`config.mk`:
```
export PLATFORM = sky130hd
export DESIGN_NAME = bridge_arbiter
export DESIGN_NICKNAME = d
export VERILOG_FILES = /design/src/rtl/bridge_arbiter.sv
export SDC_FILE = /design/constraint.sdc
export NUM_CORES = 1
export LEC_CHECK = 0
export CORE_ASPECT_RATIO = 1.2
export CORE_MARGIN = 5
export CORE_UTILIZATION = 39
export CTS_CLUSTER_SIZE = 24
export DETAILED_ROUTE_END_ITERATION = 10
export GPL_TIMING_DRIVEN = 0
export PLACE_DENSITY_LB_ADDON = 0.2
export SETUP_SLACK_MARGIN = 0.4
export SLEW_MARGIN = 20
export SYNTH_ARGS = -nofsm -noshare
export SYNTH_HDL_FRONTEND = slang
export SYNTH_SLANG_ARGS = --single-unit
```
`constraint.sdc`:
```
create_clock -name clk -period 2 [get_ports clk]
set_input_delay 0.3 -clock clk [delete_from_list [all_inputs] [get_ports clk]]
set_output_delay 0.3 -clock clk [all_outputs]
set_load 0.02 [all_outputs]
```
`src/rtl/bridge_arbiter.sv`:
```
// rtl/bridge_arbiter.sv - two-master arbiter in front of the single peripheral bridge port
module bridge_arbiter #(
  parameter int FIXED_PRIO = 0
) (
  input  logic        clk,
  input  logic        reset,
  input  logic        m0_req,
  input  logic [29:0] m0_addr,
  input  logic [31:0] m0_wd,
  input  logic        m0_we,
  input  logic [3:0]  m0_be,
  output logic        m0_ack,
  output logic [31:0] m0_rd,
  input  logic        m1_req,
  input  logic [29:0] m1_addr,
  input  logic [31:0] m1_wd,
  input  logic        m1_we,
  input  logic [3:0]  m1_be,
  output logic        m1_ack,
  output logic [31:0] m1_rd,
  output logic [29:0] pr_addr,
  output logic [31:0] pr_wd,
  output logic        pr_we,
  output logic [3:0]  pr_be,
  input  logic [31:0] pr_rd
);

  typedef enum logic [1:0] {IDLE, GRANT, DONE} state_t;

  state_t      state;
  logic        owner;
  logic        last;
  logic [29:0] held_addr;
  logic [31:0] held_wd;
  logic        held_we;
  logic [3:0]  held_be;
  logic        pick_m1;

  // Winner selection: a lone requester wins; on a tie either m0 (fixed) or the master not served last.
  always_comb begin
    pick_m1 = 1'b0;
    if (m0_req && m1_req) begin
      pick_m1 = (FIXED_PRIO != 0) ? 1'b0 : ~last;
    end else begin
      pick_m1 = m1_req;
    end
  end

  // Arbitration FSM: latch the winner, run one bridge cycle, pulse the owner's ack.
  always_ff @(posedge clk) begin
    if (reset) begin
      state     <= IDLE;
      owner     <= 1'b0;
      last      <= 1'b1;
      held_addr <= '0;
      held_wd   <= '0;
      held_we   <= 1'b0;
      held_be   <= '0;
      m0_ack    <= 1'b0;
      m1_ack    <= 1'b0;
      m0_rd     <= '0;
      m1_rd     <= '0;
    end else begin
      case (state)
        IDLE: begin
          if (m0_req || m1_req) begin
            owner     <= pick_m1;
            last      <= pick_m1;
            held_addr <= pick_m1 ? m1_addr : m0_addr;
            held_wd   <= pick_m1 ? m1_wd   : m0_wd;
            held_we   <= pick_m1 ? m1_we   : m0_we;
            held_be   <= pick_m1 ? m1_be   : m0_be;
            state     <= GRANT;
          end
        end
        GRANT: begin
          if (owner) begin
            m1_rd  <= pr_rd;
            m1_ack <= 1'b1;
          end else begin
            m0_rd  <= pr_rd;
            m0_ack <= 1'b1;
          end
          state <= DONE;
        end
        DONE: begin
          // Requests are stale here, so no arbitration until the next IDLE.
          m0_ack <= 1'b0;
          m1_ack <= 1'b0;
          state  <= IDLE;
        end
        default: state <= IDLE;
      endcase
    end
  end

  // The bridge always sees the hold registers; the write strobe is gated to GRANT and off during reset.
  assign pr_addr = held_addr;
  assign pr_wd   = held_wd;
  assign pr_be   = held_be;
  assign pr_we   = (state == GRANT) & held_we & ~reset;

endmodule

```
==> run_summary.xml <==
<?xml version="1.0" encoding="UTF-8"?>
<metrics>
  <group name="status">
    <metric name="run_status" unit="">finished, final reports clean</metric>
  </group>
  <group name="finish">
    <metric name="nets" unit="">1185</metric>
    <metric name="fraction_of_layout_instances_using_a_drive_strength_above_1" unit="%">10.41</metric>
    <metric name="fillers" unit="">1257</metric>
    <metric name="stdcell_count" unit="">1199</metric>
    <metric name="layout-area-overhead-vs-synth" unit="%">68.99</metric>
    <metric name="antenna_cells_inserted" unit="">0</metric>
  </group>
  <group name="synth">
    <metric name="ys_dominant_reg_cell" unit="">sky130_fd_sc_hd__dfxtp_1</metric>
    <metric name="synth_nets" unit="">860</metric>
    <metric name="seq_area_frac_synth" unit="%">49.19</metric>
    <metric name="ff_latch_count_synth" unit="">137</metric>
    <metric name="syn_avg_cell_area" unit="sq um">8.080</metric>
    <metric name="synthMostInstantiatedCell" unit="">sky130_fd_sc_hd__nand2_1</metric>
    <metric name="synth.cell_area" unit="sq um">5575</metric>
    <metric name="netlist_instances" unit="">690</metric>
    <metric name="synthTopCellsByArea" unit="">sky130_fd_sc_hd__dfxtp_1 (49%), sky130_fd_sc_hd__nand2_1 (18%), sky130_fd_sc_hd__a21oi_1 (12%)</metric>
    <metric name="synth_top_cells_by_count" unit="">sky130_fd_sc_hd__nand2_1 (265), sky130_fd_sc_hd__dfxtp_1 (137), sky130_fd_sc_hd__a21oi_1 (134), sky130_fd_sc_hd__a311oi_1 (48), sky130_fd_sc_hd__clkbuf_1 (45)</metric>
    <metric name="synth_cell_types" unit="">26</metric>
    <metric name="post-synth-top-area-cell" unit="">sky130_fd_sc_hd__dfxtp_1</metric>
    <metric name="postSynth.asyncResetShare" unit="%">0</metric>
    <metric name="synth_enable_flop_cells" unit="">0</metric>
    <metric name="yosys_warnings" unit="">0</metric>
    <metric name="synth_top_area_share" unit="%">49.19</metric>
  </group>
  <group name="critical_path">
    <metric name="setup.worst_path.start" unit="">state[0]</metric>
    <metric name="worst-setup-path-type" unit="">flop to primary output</metric>
    <metric name="timing.critical_path.from_type" unit="">flop</metric>
    <metric name="required" unit="ns">1.70</metric>
    <metric name="cp_data_arrival_time" unit="ns">1.31</metric>
    <metric name="r2r_setup_slack" unit="ns">0.48</metric>
    <metric name="critical_path.endpoint_type" unit="">primary output</metric>
    <metric name="endpoint_of_the_most_critical_register_to_register_path" unit="">pr_addr[18]</metric>
    <metric name="worst_r2r_startpoint" unit="">last</metric>
    <metric name="path_max_fanout" unit="">7</metric>
    <metric name="reg2regPathDepth" unit="">5</metric>
  </group>
  <group name="sta">
    <metric name="worst_setup_margin" unit="ns">0.3909</metric>
    <metric name="period_utilisation_layout" unit="%">80.45</metric>
    <metric name="report.final.setup_viol" unit="">0</metric>
    <metric name="grt_setup_unrepaired" unit="">yes</metric>
    <metric name="fmax" unit="MHz">621.5</metric>
    <metric name="max_slew_margin" unit="%">50.16</metric>
    <metric name="finalClockSkew" unit="ns">0.01047</metric>
    <metric name="finalMaxSlewViolations" unit="">0</metric>
    <metric name="timing_worst_slew_pin_value" unit="ns">0.7476</metric>
    <metric name="fin_crit" unit="ns">1.609</metric>
    <metric name="finalHoldViolCount" unit="">0</metric>
    <metric name="worst_hold_slack" unit="ns">0.3377</metric>
  </group>
  <group name="clock_network">
    <metric name="post_cts_hold_buffer_count" unit="">0</metric>
    <metric name="ctsRootBufferMaster" unit="">sky130_fd_sc_hd__clkbuf_16</metric>
    <metric name="cts-buffers-inserted" unit="">17</metric>
    <metric name="clk_transition_reported_paths" unit="ns">0.06</metric>
    <metric name="tritoncts_num_sinks" unit="">137</metric>
    <metric name="clk_lat_worst_skew" unit="ns">0.42</metric>
    <metric name="cts_tree" unit="">done</metric>
    <metric name="h-tree-depth" unit="">4</metric>
    <metric name="buffer_depth_of_the_longest_clock_path" unit="">2</metric>
  </group>
  <group name="global_route">
    <metric name="wire_length_of_the_first_global_routing_pass" unit="um">32060</metric>
    <metric name="maximum_number_of_pins_on_one_net_before_global_route_repair" unit="">17</metric>
    <metric name="gr-total-overflow" unit="">0</metric>
    <metric name="first_global_vias" unit="">5928</metric>
    <metric name="globalRouteTotalUtil" unit="%">23.74</metric>
    <metric name="initial_antenna_violation_count" unit="">0</metric>
  </group>
  <group name="power_and_ir_drop">
    <metric name="power-per-cell-area" unit="nW/um^2">883.0</metric>
    <metric name="irDropWorstVdd" unit="V">0.0004771</metric>
    <metric name="p_leak" unit="nW">4.071</metric>
  </group>
  <group name="drt">
    <metric name="drt_iter0_markers" unit="">290</metric>
    <metric name="route.detailed.wl_per_inst" unit="um">17.26</metric>
    <metric name="routed_wirelength" unit="um">20700</metric>
    <metric name="detail_route.drc_violations" unit="">0</metric>
    <metric name="drt-pass1-iter-count" unit="">5</metric>
    <metric name="routed-via-count" unit="">6169</metric>
    <metric name="ant_nets" unit="">0</metric>
    <metric name="vias_per_cell" unit="">5.145</metric>
  </group>
  <group name="floorplanning">
    <metric name="row_count" unit="">47</metric>
    <metric name="floorplan.core_area" unit="sq um">13940</metric>
    <metric name="ioPinCount" unit="">303</metric>
    <metric name="start_util" unit="%">40.00</metric>
    <metric name="die-width" unit="um">119.1</metric>
    <metric name="die_h" unit="um">141.0</metric>
    <metric name="die_area" unit="sq um">16800</metric>
  </group>
  <group name="place">
    <metric name="numPlacedInstances" unit="">1162</metric>
    <metric name="finalWeightedCongestion" unit="">0.8503</metric>
    <metric name="place_worst_setup_slack" unit="ns">-0.2915</metric>
    <metric name="port-buffer-count" unit="">301</metric>
    <metric name="post-dp-hpwl" unit="um">15660</metric>
  </group>
  <group name="job">
    <metric name="max_cap_violations" unit="">0</metric>
  </group>
  <group name="min_path">
    <metric name="hold_path_depth" unit="">2</metric>
    <metric name="hold_end" unit="">state[0]</metric>
    <metric name="worstHoldStart" unit="">reset</metric>
    <metric name="worst_hold_class" unit="">input pin to flop</metric>
  </group>
</metrics>
-- metal layers --
layer	track usage, %	vias to the layer above	part of all wire, %
met5	0	-	0
met4	9.518	0	3.2
met3	8.173	45	8.5
met2	42.78	238	51
met1	25.30	2844	37
li1	-	3042	-
-- power breakdown --
| group | switching, mW | total, mW | internal [mW] |
|---|---|---|---|
| Sequential | 0.114 | 3.07 | 2.95 |
| Combinational | 0.974 | 1.80 | 0.828 |
| Clock | 1.29 | 3.45 | 2.16 |
| Total | 2.38 | 8.32 | 5.94 |
-- cell type report --
| class | instances | area, sq um | share of cell area [%] |
|---|---|---|---|
| buffer | 68 | 384.1 | 4.077 |
| clock buffer | 18 | 439.2 | 4.661 |
| clock inverter | 14 | 209.0 | 2.218 |
| multi-input combinational | 485 | 2547 | 27.04 |
| sequential | 137 | 2744 | 29.12 |
| tap | 171 | 214.0 | 2.271 |
| timing repair buffer | 306 | 2884 | 30.61 |
-- critical path: stages (launching register included) --
cell and delay, ns:
sky130_fd_sc_hd__dfxtp_2 0.32, sky130_fd_sc_hd__buf_6 0.11, sky130_fd_sc_hd__nor3b_4 0.19, sky130_fd_sc_hd__and2_4 0.17
sky130_fd_sc_hd__buf_6 0.11
-- worst max-delay path by stage --
stage / to / slack, ns
detailed placement: pr_addr[20] / -0.29
floorplan: m0_rd[3] / 0.56
finish: pr_we / 0.39
global route: pr_we / 0.33
CTS: pr_we / 0.30
global placement: pr_addr[24] / -0.29
-- flip-flops by register name (all words and copies together) (netlist names) --
signal and flops:
m0_rd 32, m1_rd 32, pr_wd 32, pr_addr 30
pr_be 4, state 2, held_we 1, last 1
m0_ack 1, m1_ack 1, owner 1
-- cells in the final DEF (no fill, tap or decap), types with 2 or more instances in the layout --
master	count
sky130_fd_sc_hd__nand2_1	265
sky130_fd_sc_hd__clkdlybuf4s50_1	166
sky130_fd_sc_hd__dfxtp_1	136
sky130_fd_sc_hd__a21oi_1	134
sky130_fd_sc_hd__dlygate4sd2_1	134
sky130_fd_sc_hd__a311oi_1	48
sky130_fd_sc_hd__clkbuf_1	24
sky130_fd_sc_hd__a311oi_2	19
sky130_fd_sc_hd__clkbuf_2	17
sky130_fd_sc_hd__clkbuf_16	17
sky130_fd_sc_hd__buf_2	11
sky130_fd_sc_hd__buf_4	10
sky130_fd_sc_hd__bufinv_16	4
sky130_fd_sc_hd__inv_6	4
sky130_fd_sc_hd__buf_6	3
sky130_fd_sc_hd__buf_1	3
sky130_fd_sc_hd__buf_12	3
sky130_fd_sc_hd__nor2b_1	3
sky130_fd_sc_hd__clkbuf_4	3
sky130_fd_sc_hd__clkinv_4	3
sky130_fd_sc_hd__a21bo_2	2
sky130_fd_sc_hd__inv_8	2
-- metrics by stage --
stage,setup TNS [ns],total power [mW],cell area (sq um),util [%]
6_report,0,8.320,9422,67.60
2_1_floorplan,0,4.035,5575,-
5_1_grt,0,8.673,9422,67.60
3_5_place_dp,-6.047,5.023,8802,63.16
4_1_cts,0,8.359,9350,67.09
3_3_place_gp,-5.400,5.010,8802,63.16
-- repair_timing --
action | in CTS | in global routing
buffers inserted | 3 | 2
gates resized for setup | 158 | 37
setup endpoints to repair | 222 | 90
pin swaps | 1 | 2
-- cells by family after synthesis --
| logic type | Yosys count | synth area share, % |
|---|---|---|
| DFF | 137 | 49.19 |
| buffers and inverters | 68 | 5.498 |
| and+or+nand+nor | 278 | 19.59 |
| AOI/OAI and AO/OA | 207 | 25.72 |
(Power assumes the default switching activity.)
